===== config.mk =====
export PLATFORM = sky130hd
export DESIGN_NAME = board_eval_flat
export DESIGN_NICKNAME = d
export VERILOG_FILES = /design/src/rtl/chess_pkg.sv /design/src/rtl/board_eval_if.sv /design/src/rtl/piece_value_lut.sv /design/src/rtl/board_eval.sv /design/src/flat_wrapper.sv
export SDC_FILE = /design/constraint.sdc
export NUM_CORES = 1
export LEC_CHECK = 0
export CAP_MARGIN = 10
export CORE_MARGIN = 5
export CORE_UTILIZATION = 55
export CTS_CLUSTER_DIAMETER = 200
export DETAILED_ROUTE_END_ITERATION = 16
export PLACE_DENSITY = 0.75
export SYNTH_ARGS = -nofsm -noshare
export SYNTH_HDL_FRONTEND = slang
export SYNTH_SLANG_ARGS = --single-unit
export TNS_END_PERCENT = 20

===== constraint.sdc =====
create_clock -name clk -period 13.9 [get_ports clk]
set_clock_uncertainty 0.05 [all_clocks]
set_input_delay 1.39 -clock clk [delete_from_list [all_inputs] [get_ports clk]]
set_output_delay 1.39 -clock clk [all_outputs]
set_load 0.1 [all_outputs]

===== src/rtl/chess_pkg.sv =====
`default_nettype none
// ============================================================================
// Module      : chess_pkg
// Description : Piece codes, piece values, CSR indices and evaluator FSM
//               states shared by the move generators and the board evaluator.
// Revision    : 1.0 - initial release
// ============================================================================
package chess_pkg;

    // Signed 8-bit piece codes; each kind occupies a contiguous code range
    // that starts at its *0 code and ends just below the next kind.
    localparam logic signed [7:0] EMPTY    = 8'sd0;
    localparam logic signed [7:0] WPAWN0   = 8'sd1;
    localparam logic signed [7:0] WROOK0   = 8'sd9;
    localparam logic signed [7:0] WKNIGHT0 = 8'sd19;
    localparam logic signed [7:0] WBISHOP0 = 8'sd29;
    localparam logic signed [7:0] WQUEEN0  = 8'sd39;
    localparam logic signed [7:0] WKING    = 8'sd48;
    localparam logic signed [7:0] BPAWN0   = -8'sd1;
    localparam logic signed [7:0] BROOK0   = -8'sd9;
    localparam logic signed [7:0] BKNIGHT0 = -8'sd19;
    localparam logic signed [7:0] BBISHOP0 = -8'sd29;
    localparam logic signed [7:0] BQUEEN0  = -8'sd39;
    localparam logic signed [7:0] BKING    = -8'sd48;

    localparam int PAWN_V   = 100;
    localparam int ROOK_V   = 500;
    localparam int KNIGHT_V = 300;
    localparam int BISHOP_V = 300;
    localparam int QUEEN_V  = 900;

    typedef enum logic [3:0] {
        CSR_CTRL    = 4'd0,
        CSR_SRC     = 4'd1,
        CSR_DST     = 4'd2,
        CSR_COUNT   = 4'd3,
        CSR_LAST    = 4'd4,
        CSR_INVALID = 4'd5
    } csr_idx_e;

    typedef enum logic [2:0] {
        ST_IDLE      = 3'd0,
        ST_FETCH     = 3'd1,
        ST_WAIT_DATA = 3'd2,
        ST_STORE     = 3'd3,
        ST_DONE      = 3'd4
    } eval_state_e;

    // Byte address of square sq of board number board in a packed board array.
    function automatic logic [31:0] square_addr(input logic [31:0] base,
                                                input logic [31:0] board,
                                                input logic [31:0] sq,
                                                input int          squares);
        return base + board * 32'(squares) + sq;
    endfunction

endpackage
`default_nettype wire


===== src/rtl/board_eval_if.sv =====
`default_nettype none
// ============================================================================
// Module      : board_eval_if
// Description : CSR slave port plus SDRAM master port of the board evaluator.
//               'slave' is the accelerator's view, 'master' the system side.
// Revision    : 1.0 - initial release
// ============================================================================
interface board_eval_if;
    logic        slave_waitrequest;
    logic [3:0]  slave_address;
    logic        slave_read;
    logic [31:0] slave_readdata;
    logic        slave_write;
    logic [31:0] slave_writedata;
    logic        master_waitrequest;
    logic [31:0] master_address;
    logic        master_read;
    logic [31:0] master_readdata;
    logic        master_readdatavalid;
    logic        master_write;
    logic [31:0] master_writedata;

    modport slave (
        output slave_waitrequest, slave_readdata,
        input  slave_address, slave_read, slave_write, slave_writedata,
        output master_address, master_read, master_write, master_writedata,
        input  master_waitrequest, master_readdata, master_readdatavalid
    );

    modport master (
        input  slave_waitrequest, slave_readdata,
        output slave_address, slave_read, slave_write, slave_writedata,
        input  master_address, master_read, master_write, master_writedata,
        output master_waitrequest, master_readdata, master_readdatavalid
    );
endinterface
`default_nettype wire


===== src/rtl/piece_value_lut.sv =====
`default_nettype none
// ============================================================================
// Module      : piece_value_lut
// Description : Maps a signed piece code to its signed material value and
//               flags codes outside the legal range.
// Revision    : 1.0 - initial release
// ============================================================================
module piece_value_lut #(
    parameter int SCORE_W = 32
) (
    input  wire logic signed [7:0]         code,
    output logic         signed [SCORE_W-1:0] value,
    output logic                            invalid
);
    import chess_pkg::*;

    always_comb begin
        value   = '0;
        invalid = 1'b0;
        // White ranges are walked upward, black ranges mirror them downward.
        if (code >= WPAWN0) begin
            if      (code < WROOK0)   value = SCORE_W'(PAWN_V);
            else if (code < WKNIGHT0) value = SCORE_W'(ROOK_V);
            else if (code < WBISHOP0) value = SCORE_W'(KNIGHT_V);
            else if (code < WQUEEN0)  value = SCORE_W'(BISHOP_V);
            else if (code < WKING)    value = SCORE_W'(QUEEN_V);
            else if (code != WKING)   invalid = 1'b1;
        end else if (code <= BPAWN0) begin
            if      (code > BROOK0)   value = -SCORE_W'(PAWN_V);
            else if (code > BKNIGHT0) value = -SCORE_W'(ROOK_V);
            else if (code > BBISHOP0) value = -SCORE_W'(KNIGHT_V);
            else if (code > BQUEEN0)  value = -SCORE_W'(BISHOP_V);
            else if (code > BKING)    value = -SCORE_W'(QUEEN_V);
            else if (code != BKING)   invalid = 1'b1;
        end
    end

endmodule
`default_nettype wire


===== src/rtl/board_eval.sv =====
`default_nettype none
// ============================================================================
// Module      : board_eval
// Description : Reads packed 64-byte boards from SDRAM, sums signed piece
//               values per board and writes one score word per board.
// Revision    : 1.0 - initial release
// ============================================================================
module board_eval #(
    parameter int SQUARES = 64,
    parameter int SCORE_W = 32
) (
    input  wire logic  clk,
    input  wire logic  rst_n,
    board_eval_if.slave bus
);
    import chess_pkg::*;

    localparam int              SQ_W        = $clog2(SQUARES);
    localparam logic [SQ_W-1:0] LAST_SQ     = SQ_W'(SQUARES - 1);
    localparam logic [31:0]     INVALID_MAX = '1;

    eval_state_e               state_q, state_d;
    logic [31:0]               src_q, src_d, dst_q, dst_d, count_q, count_d;
    logic [31:0]               run_src_q, run_src_d, run_dst_q, run_dst_d;
    logic [31:0]               run_n_q, run_n_d, board_q, board_d;
    logic [SQ_W-1:0]           sq_q, sq_d;
    logic signed [SCORE_W-1:0] acc_q, acc_d, last_q, last_d;
    logic [31:0]               invalid_q, invalid_d;
    logic                      slave_wait_q, slave_wait_d;
    logic [31:0]               slave_rdata_q, slave_rdata_d;
    logic                      mread_q, mread_d, mwrite_q, mwrite_d;
    logic [31:0]               maddr_q, maddr_d, mwdata_q, mwdata_d;

    logic                      start_go;
    logic                      done_ack;
    logic signed [SCORE_W-1:0] piece_v;
    logic                      piece_invalid;
    logic signed [SCORE_W-1:0] acc_sum;
    logic [31:0]               board_next;
    logic                      unused_rdata_hi;

    piece_value_lut #(.SCORE_W(SCORE_W)) u_lut (
        .code    ($signed(bus.master_readdata[7:0])),
        .value   (piece_v),
        .invalid (piece_invalid)
    );

    assign unused_rdata_hi = ^bus.master_readdata[31:8];

    always_comb begin
        state_d       = state_q;
        src_d         = src_q;
        dst_d         = dst_q;
        count_d       = count_q;
        run_src_d     = run_src_q;
        run_dst_d     = run_dst_q;
        run_n_d       = run_n_q;
        board_d       = board_q;
        sq_d          = sq_q;
        acc_d         = acc_q;
        last_d        = last_q;
        invalid_d     = invalid_q;
        slave_wait_d  = slave_wait_q;
        slave_rdata_d = slave_rdata_q;
        mread_d       = mread_q;
        mwrite_d      = mwrite_q;
        maddr_d       = maddr_q;
        mwdata_d      = mwdata_q;
        start_go      = 1'b0;
        done_ack      = 1'b0;
        acc_sum       = acc_q + piece_v;
        board_next    = board_q + 32'd1;

        // CSR port: one service cycle, one acknowledge cycle, then re-arm.
        if (!slave_wait_q) begin
            slave_wait_d = 1'b1;
        end else if (bus.slave_write) begin
            slave_wait_d = 1'b0;
            case (csr_idx_e'(bus.slave_address))
                CSR_CTRL:  start_go = (state_q == ST_IDLE);
                CSR_SRC:   src_d    = bus.slave_writedata;
                CSR_DST:   dst_d    = bus.slave_writedata;
                CSR_COUNT: count_d  = bus.slave_writedata;
                default:   ;
            endcase
        end else if (bus.slave_read) begin
            slave_wait_d = 1'b0;
            case (csr_idx_e'(bus.slave_address))
                CSR_CTRL: begin
                    if (state_q == ST_DONE) begin
                        slave_rdata_d = run_n_q;
                        done_ack      = 1'b1;
                    end else if (state_q == ST_IDLE) begin
                        slave_rdata_d = board_q;
                    end else begin
                        slave_wait_d  = 1'b1;
                    end
                end
                CSR_SRC:     slave_rdata_d = src_q;
                CSR_DST:     slave_rdata_d = dst_q;
                CSR_COUNT:   slave_rdata_d = count_q;
                CSR_LAST:    slave_rdata_d = 32'(last_q);
                CSR_INVALID: slave_rdata_d = invalid_q;
                default:     slave_rdata_d = '0;
            endcase
        end

        case (state_q)
            ST_IDLE: begin
                if (start_go) begin
                    run_src_d = src_q;
                    run_dst_d = dst_q;
                    run_n_d   = count_q;
                    board_d   = '0;
                    sq_d      = '0;
                    acc_d     = '0;
                    last_d    = '0;
                    invalid_d = '0;
                    if (count_q == 32'd0) begin
                        state_d = ST_DONE;
                    end else begin
                        state_d = ST_FETCH;
                        mread_d = 1'b1;
                        maddr_d = square_addr(src_q, 32'd0, 32'd0, SQUARES);
                    end
                end
            end
            ST_FETCH: begin
                if (!bus.master_waitrequest) begin
                    mread_d = 1'b0;
                    state_d = ST_WAIT_DATA;
                end
            end
            ST_WAIT_DATA: begin
                if (bus.master_readdatavalid) begin
                    acc_d = acc_sum;
                    if (piece_invalid && (invalid_q != INVALID_MAX)) begin
                        invalid_d = invalid_q + 32'd1;
                    end
                    if (sq_q == LAST_SQ) begin
                        state_d  = ST_STORE;
                        mwrite_d = 1'b1;
                        maddr_d  = run_dst_q + (board_q << 2);
                        mwdata_d = 32'(acc_sum);
                    end else begin
                        sq_d    = sq_q + SQ_W'(1);
                        state_d = ST_FETCH;
                        mread_d = 1'b1;
                        maddr_d = square_addr(run_src_q, board_q,
                                              32'(sq_q) + 32'd1, SQUARES);
                    end
                end
            end
            ST_STORE: begin
                if (!bus.master_waitrequest) begin
                    mwrite_d = 1'b0;
                    last_d   = acc_q;
                    acc_d    = '0;
                    board_d  = board_next;
                    if (board_next == run_n_q) begin
                        state_d = ST_DONE;
                    end else begin
                        sq_d    = '0;
                        state_d = ST_FETCH;
                        mread_d = 1'b1;
                        maddr_d = square_addr(run_src_q, board_next, 32'd0, SQUARES);
                    end
                end
            end
            ST_DONE: begin
                if (done_ack) state_d = ST_IDLE;
            end
            default: state_d = ST_IDLE;
        endcase
    end

    always_ff @(posedge clk) begin
        if (!rst_n) begin
            state_q       <= ST_IDLE;
            src_q         <= '0;
            dst_q         <= '0;
            count_q       <= '0;
            run_src_q     <= '0;
            run_dst_q     <= '0;
            run_n_q       <= '0;
            board_q       <= '0;
            sq_q          <= '0;
            acc_q         <= '0;
            last_q        <= '0;
            invalid_q     <= '0;
            slave_wait_q  <= 1'b1;
            slave_rdata_q <= '0;
            mread_q       <= 1'b0;
            mwrite_q      <= 1'b0;
            maddr_q       <= '0;
            mwdata_q      <= '0;
        end else begin
            state_q       <= state_d;
            src_q         <= src_d;
            dst_q         <= dst_d;
            count_q       <= count_d;
            run_src_q     <= run_src_d;
            run_dst_q     <= run_dst_d;
            run_n_q       <= run_n_d;
            board_q       <= board_d;
            sq_q          <= sq_d;
            acc_q         <= acc_d;
            last_q        <= last_d;
            invalid_q     <= invalid_d;
            slave_wait_q  <= slave_wait_d;
            slave_rdata_q <= slave_rdata_d;
            mread_q       <= mread_d;
            mwrite_q      <= mwrite_d;
            maddr_q       <= maddr_d;
            mwdata_q      <= mwdata_d;
        end
    end

    assign bus.slave_waitrequest = slave_wait_q;
    assign bus.slave_readdata    = slave_rdata_q;
    assign bus.master_read       = mread_q;
    assign bus.master_write      = mwrite_q;
    assign bus.master_address    = maddr_q;
    assign bus.master_writedata  = mwdata_q;

endmodule
`default_nettype wire


===== src/flat_wrapper.sv =====
// flat-port wrapper written by rule: the top's interface ports become plain ports
module board_eval_flat import chess_pkg::*;
#(
    parameter int SQUARES = 64,
    parameter int SCORE_W = 32
)
  (clk, rst_n, bus_slave_waitrequest, bus_slave_readdata, bus_slave_address, bus_slave_read, bus_slave_write, bus_slave_writedata, bus_master_address, bus_master_read, bus_master_write, bus_master_writedata, bus_master_waitrequest, bus_master_readdata, bus_master_readdatavalid);
  board_eval_if bus_i ();
  input  wire logic clk;
  input  wire logic rst_n;
  output wire logic [$bits(bus_i.slave_waitrequest)-1:0] bus_slave_waitrequest;
  output wire logic [$bits(bus_i.slave_readdata)-1:0] bus_slave_readdata;
  input wire logic [$bits(bus_i.slave_address)-1:0] bus_slave_address;
  input wire logic [$bits(bus_i.slave_read)-1:0] bus_slave_read;
  input wire logic [$bits(bus_i.slave_write)-1:0] bus_slave_write;
  input wire logic [$bits(bus_i.slave_writedata)-1:0] bus_slave_writedata;
  output wire logic [$bits(bus_i.master_address)-1:0] bus_master_address;
  output wire logic [$bits(bus_i.master_read)-1:0] bus_master_read;
  output wire logic [$bits(bus_i.master_write)-1:0] bus_master_write;
  output wire logic [$bits(bus_i.master_writedata)-1:0] bus_master_writedata;
  input wire logic [$bits(bus_i.master_waitrequest)-1:0] bus_master_waitrequest;
  input wire logic [$bits(bus_i.master_readdata)-1:0] bus_master_readdata;
  input wire logic [$bits(bus_i.master_readdatavalid)-1:0] bus_master_readdatavalid;
  assign bus_slave_waitrequest = bus_i.slave_waitrequest;
  assign bus_slave_readdata = bus_i.slave_readdata;
  assign bus_i.slave_address = bus_slave_address;
  assign bus_i.slave_read = bus_slave_read;
  assign bus_i.slave_write = bus_slave_write;
  assign bus_i.slave_writedata = bus_slave_writedata;
  assign bus_master_address = bus_i.master_address;
  assign bus_master_read = bus_i.master_read;
  assign bus_master_write = bus_i.master_write;
  assign bus_master_writedata = bus_i.master_writedata;
  assign bus_i.master_waitrequest = bus_master_waitrequest;
  assign bus_i.master_readdata = bus_master_readdata;
  assign bus_i.master_readdatavalid = bus_master_readdatavalid;
  board_eval #(.SQUARES(SQUARES), .SCORE_W(SCORE_W)) u_core (.clk(clk), .rst_n(rst_n), .bus(bus_i));
endmodule

==> results.md <==
* CP Capture Type: flip-flop
* R2r worst-path depth at 12
* DIE WIDTH at 226 µm
* Clock latency on the worst-skew pair at 630 ps
* Critical path startpoint category: input port
* Maximum number of pins on one net before global-route repair at 219
* Vias per Instance at 6.47
* RSZ-0062 raised after global routing: no
* All-Layer GR Usage at 0.362
* Clock Power Share at 0.488
* Slack of the critical path at 7430 ps
* DRC Markers at 0
* Final min period at 6470 ps
* CTS Root Cell: clkbuf_16
* DIE AREA at 0.0509 mm²
* Worst slew margin at 0.187
* HPWL Detailed at 69700 µm
* CP max FO at 22
* Row count at 79
* Clk sinks at 422
* # hold bufs at CTS at 0
* DRT Pass-1 Iters at 8
* Share of layout cells above drive strength 1 at 0.0539
* Status: complete, no violations
* Final GP Congestion at 1.03
* Ys flop type: dfxtp_1
* Vias in the first global route at 24200
* Final period utilization at 0.466
* Clock-pin slew reported for the worst setup and hold paths after clock tree synthesis at 60 ps
* Worst Setup SP: bus_master_readdata[3]
* Longest Clk Path Bufs at 3
* EDFF count, synth at 0
* CTS tree: built
* Lkg Pwr at 10.7 nW
* Nets at 3622
* Post-Synthesis Cells at 3397
* Initial antenna violation count at 5
* TNS Setup at 0 ps
* Sequential power share at 0.458
* Critical path type: input port to flip-flop
* Overall Power at 2.67 mW
* Worst IR Drop VDD at 0.103 mV
* Post-CTS Setup Inserts at 0
* Die Ht at 226 µm
* Worst Hold Class: flip-flop to flip-flop
* Setup violators final at 0
* Max Fclk at 0.154 GHz
* Post-cts sizing count at 0
* Max incr delay on CP at 610 ps
* Reg-to-Reg End: u_core.bus.master_address[18]
* CP cell instances: clkdlybuf4s50_1 > or4_1 > a21oi_1 > o21ai_0 > nand2_1 > inv_1 > a31o_2 > ha_1 > inv_1 > fa_1 > nor2b_1 > o31ai_1 > a21o_1 > a21oi_1 > o221a_2 > o2111ai_1 > nand2_1 > a221oi_1 > nand4_1 > o211ai_1
* Initial Utilization at 0.553
* Internal power at 2.00 mW
* Worst-Margin Slew at 1220 ps
* Fin. Hold Viols at 0
* DRC marker count from the first detailed-route iteration at 3425
* First-pass GRT wire length at 145000 µm
* I/O pins at 173
* H-tree depth at 2
* CP required at 14400 ps
* GRT Residual Overflow at 0
* Post-synthesis async set-or-reset flop share at 0
* WL/cell at 23.8 µm
* Yosys synthesis warning count at 0
* Synthesized area at 0.0256 mm²
* Sequential fraction of the synthesis area at 0.330
* #FFs+latches synth at 422
* Switching Fraction at 0.250
* CTS Buf Count at 46
* Count of cell types in the netlist at 98
* Post-place setup slack at 6810 ps
* Power Density at 92.6 mW/mm²
* Via count at 26200
* Slowest stage cell on the critical path: or4_1
* Critical path data arrival time at 6970 ps
* Post-layout instance area at 0.0288 mm²
* # Max-Cap Violations at 0
* Port bufs at 146
* WHS at 405 ps
* Logic gate share of total power at 0.054
* Max Slew Vio Count at 0
* Area Overhead vs Synth at 12.7%
* Syn avg cell area at 7.53 µm²
* Worst hold stages at 2
* Antenna viol nets, final at 0
* CP endpoint: u_core.bus.master_writedata[30]
* Reg2reg start: u_core.board_q[0]
* Switching pwr at 0.666 mW
* Core Box Area at 0.0463 mm²
* Final wirelength at 96400 µm
* Reg2reg setup slack at 8310 ps
* Placed Area at 0.0272 mm²
## through the flow
step,utilization,instances
2_1_floorplan,-,3398
3_3_place_gp,0.589,3956
3_5_place_dp,0.589,3956
4_1_cts,0.623,4041
5_1_grt,0.623,4041
6_report,0.623,4045
## metal layers
metal  vias up  part of all wire  global-route usage
met5         -           0.00035                   0
met4         4             0.037               0.124
met2      1336              0.46               0.586
met1     12400              0.40               0.478
li1      12200                 -                   -
met3       232              0.11              0.0824
## final cells by class
type	instances	area [µm²]
Inverter	57	221
Timing Repair Buffer	179	1720
Antenna cell	4	10.0
Clock inverter	30	372
Tap cell	607	759
Clock buffer	55	1220
Fill cell	4194	17400
Sequential cell	422	8450
Multi-Input combinational cell	2691	16100
## cell usage after synthesis (all sizes together), types with 8 or more instances
cell type | count | area, µm²
nand2 | 685 | 2570
a21oi | 513 | 2570
dfxtp | 422 | 8450
nor2 | 271 | 1020
clkbuf | 196 | 739
ha | 146 | 1830
o21ai | 132 | 664
xnor2 | 103 | 902
nand3 | 95 | 493
nor3 | 66 | 357
xor2 | 60 | 526
inv | 55 | 206
a21o | 50 | 375
a221oi | 48 | 420
a222oi | 42 | 420
nand4 | 40 | 287
a211oi | 32 | 265
buf | 32 | 199
o21a | 31 | 233
a31oi | 29 | 181
nor4 | 29 | 239
and3 | 27 | 169
a22oi | 26 | 195
nor2b | 20 | 125
nand2b | 19 | 119
or3 | 17 | 106
a211o | 15 | 131
o211ai | 15 | 113
a311oi | 13 | 151
and2 | 13 | 81.3
and4 | 12 | 105
mux2i | 11 | 110
or2 | 11 | 68.8
o31ai | 10 | 75.1
o21bai | 9 | 67.6
or4 | 8 | 60.1
## how the worst min path moves through the flow
stage,start,to,slack [ps]
floorplan,u_core.last_q[10],u_core.last_q[10],380
global placement,u_core.bus.master_address[16],u_core.bus.master_address[16],390
detailed placement,u_core.last_q[22],u_core.last_q[22],390
CTS,u_core.last_q[22],u_core.last_q[22],400
global route,u_core.run_dst_q[30],u_core.run_dst_q[30],430
finish,u_core.last_q[22],u_core.last_q[22],400
## registers in the layout (all words and copies together), names as in the netlist, 30 cells and up
name	cells
u_core.dst_q	32
u_core.run_n_q	32
u_core.count_q	32
u_core.run_src_q	32
u_core.acc_q	30
u_core.bus.slave_readdata	32
u_core.bus.master_address	32
u_core.bus.master_writedata	30
u_core.src_q	32
u_core.last_q	30
u_core.board_q	32
u_core.invalid_q	32
u_core.run_dst_q	32
## power groups by stage
stage | sequential (mW) | clock, mW | combinational [mW]
3_3_place_gp | 1.25 | 0 | 0.139
2_1_floorplan | 1.26 | 0 | 0.0751
6_report | 1.22 | 1.30 | 0.144
3_5_place_dp | 1.25 | 0 | 0.142
5_1_grt | 1.22 | 1.36 | 0.152
4_1_cts | 1.22 | 1.31 | 0.142
## critical path: cells and delay by family
| family | cells | cell delay (ps) |
|---|---|---|
| buffers and inverters | 3 | 1050 |
| and+or+nand+nor | 5 | 1210 |
| AOI/OAI and AO/OA | 10 | 2880 |
| adders and majority gates | 2 | 420 |
## layout by cell type (no fill, tap or decap), types with 7 or more instances in the layout
master	Yosys	routed
o21ai_0	130	130
a211oi_1	27	26
buf_4	9	32
o21bai_1	9	9
inv_1	54	54
a311oi_1	7	7
nand3_1	93	90
nor3_1	62	60
a211o_1	15	14
a222oi_1	42	42
o211ai_1	15	15
ha_1	146	146
a31oi_1	29	29
xor2_1	60	60
a22oi_1	26	26
nor4_1	24	24
nor2_1	271	269
or4_1	8	7
clkbuf_16	0	46
dfxtp_1	422	422
o21a_1	31	31
xnor2_1	103	103
nand2b_1	19	19
or2_2	11	11
clkdlybuf4s50_1	0	145
o2111ai_1	7	7
clkinv_2	0	18
a21o_1	50	49
mux2i_1	11	11
nand4_1	37	37
nor2b_1	20	19
nand2_1	685	685
and4_1	12	12
o31ai_1	10	10
a221oi_1	48	48
and3_1	27	26
or3_1	17	17
and2_1	13	12
a21oi_1	511	510
## logic make-up after synthesis
group	count (synthesis)	share of synthesized area
other	1	0.000147
buffers and inverters	285	0.0450
XOR/XNOR	167	0.0593
adder cells (fa/ha/maj)	151	0.0753
flip-flops	422	0.330
AND/OR/NAND/NOR	1336	0.235
AO/OA/AOI/OAI	1022	0.250
multiplexers	13	0.00533
(Power assumes the default switching activity.)
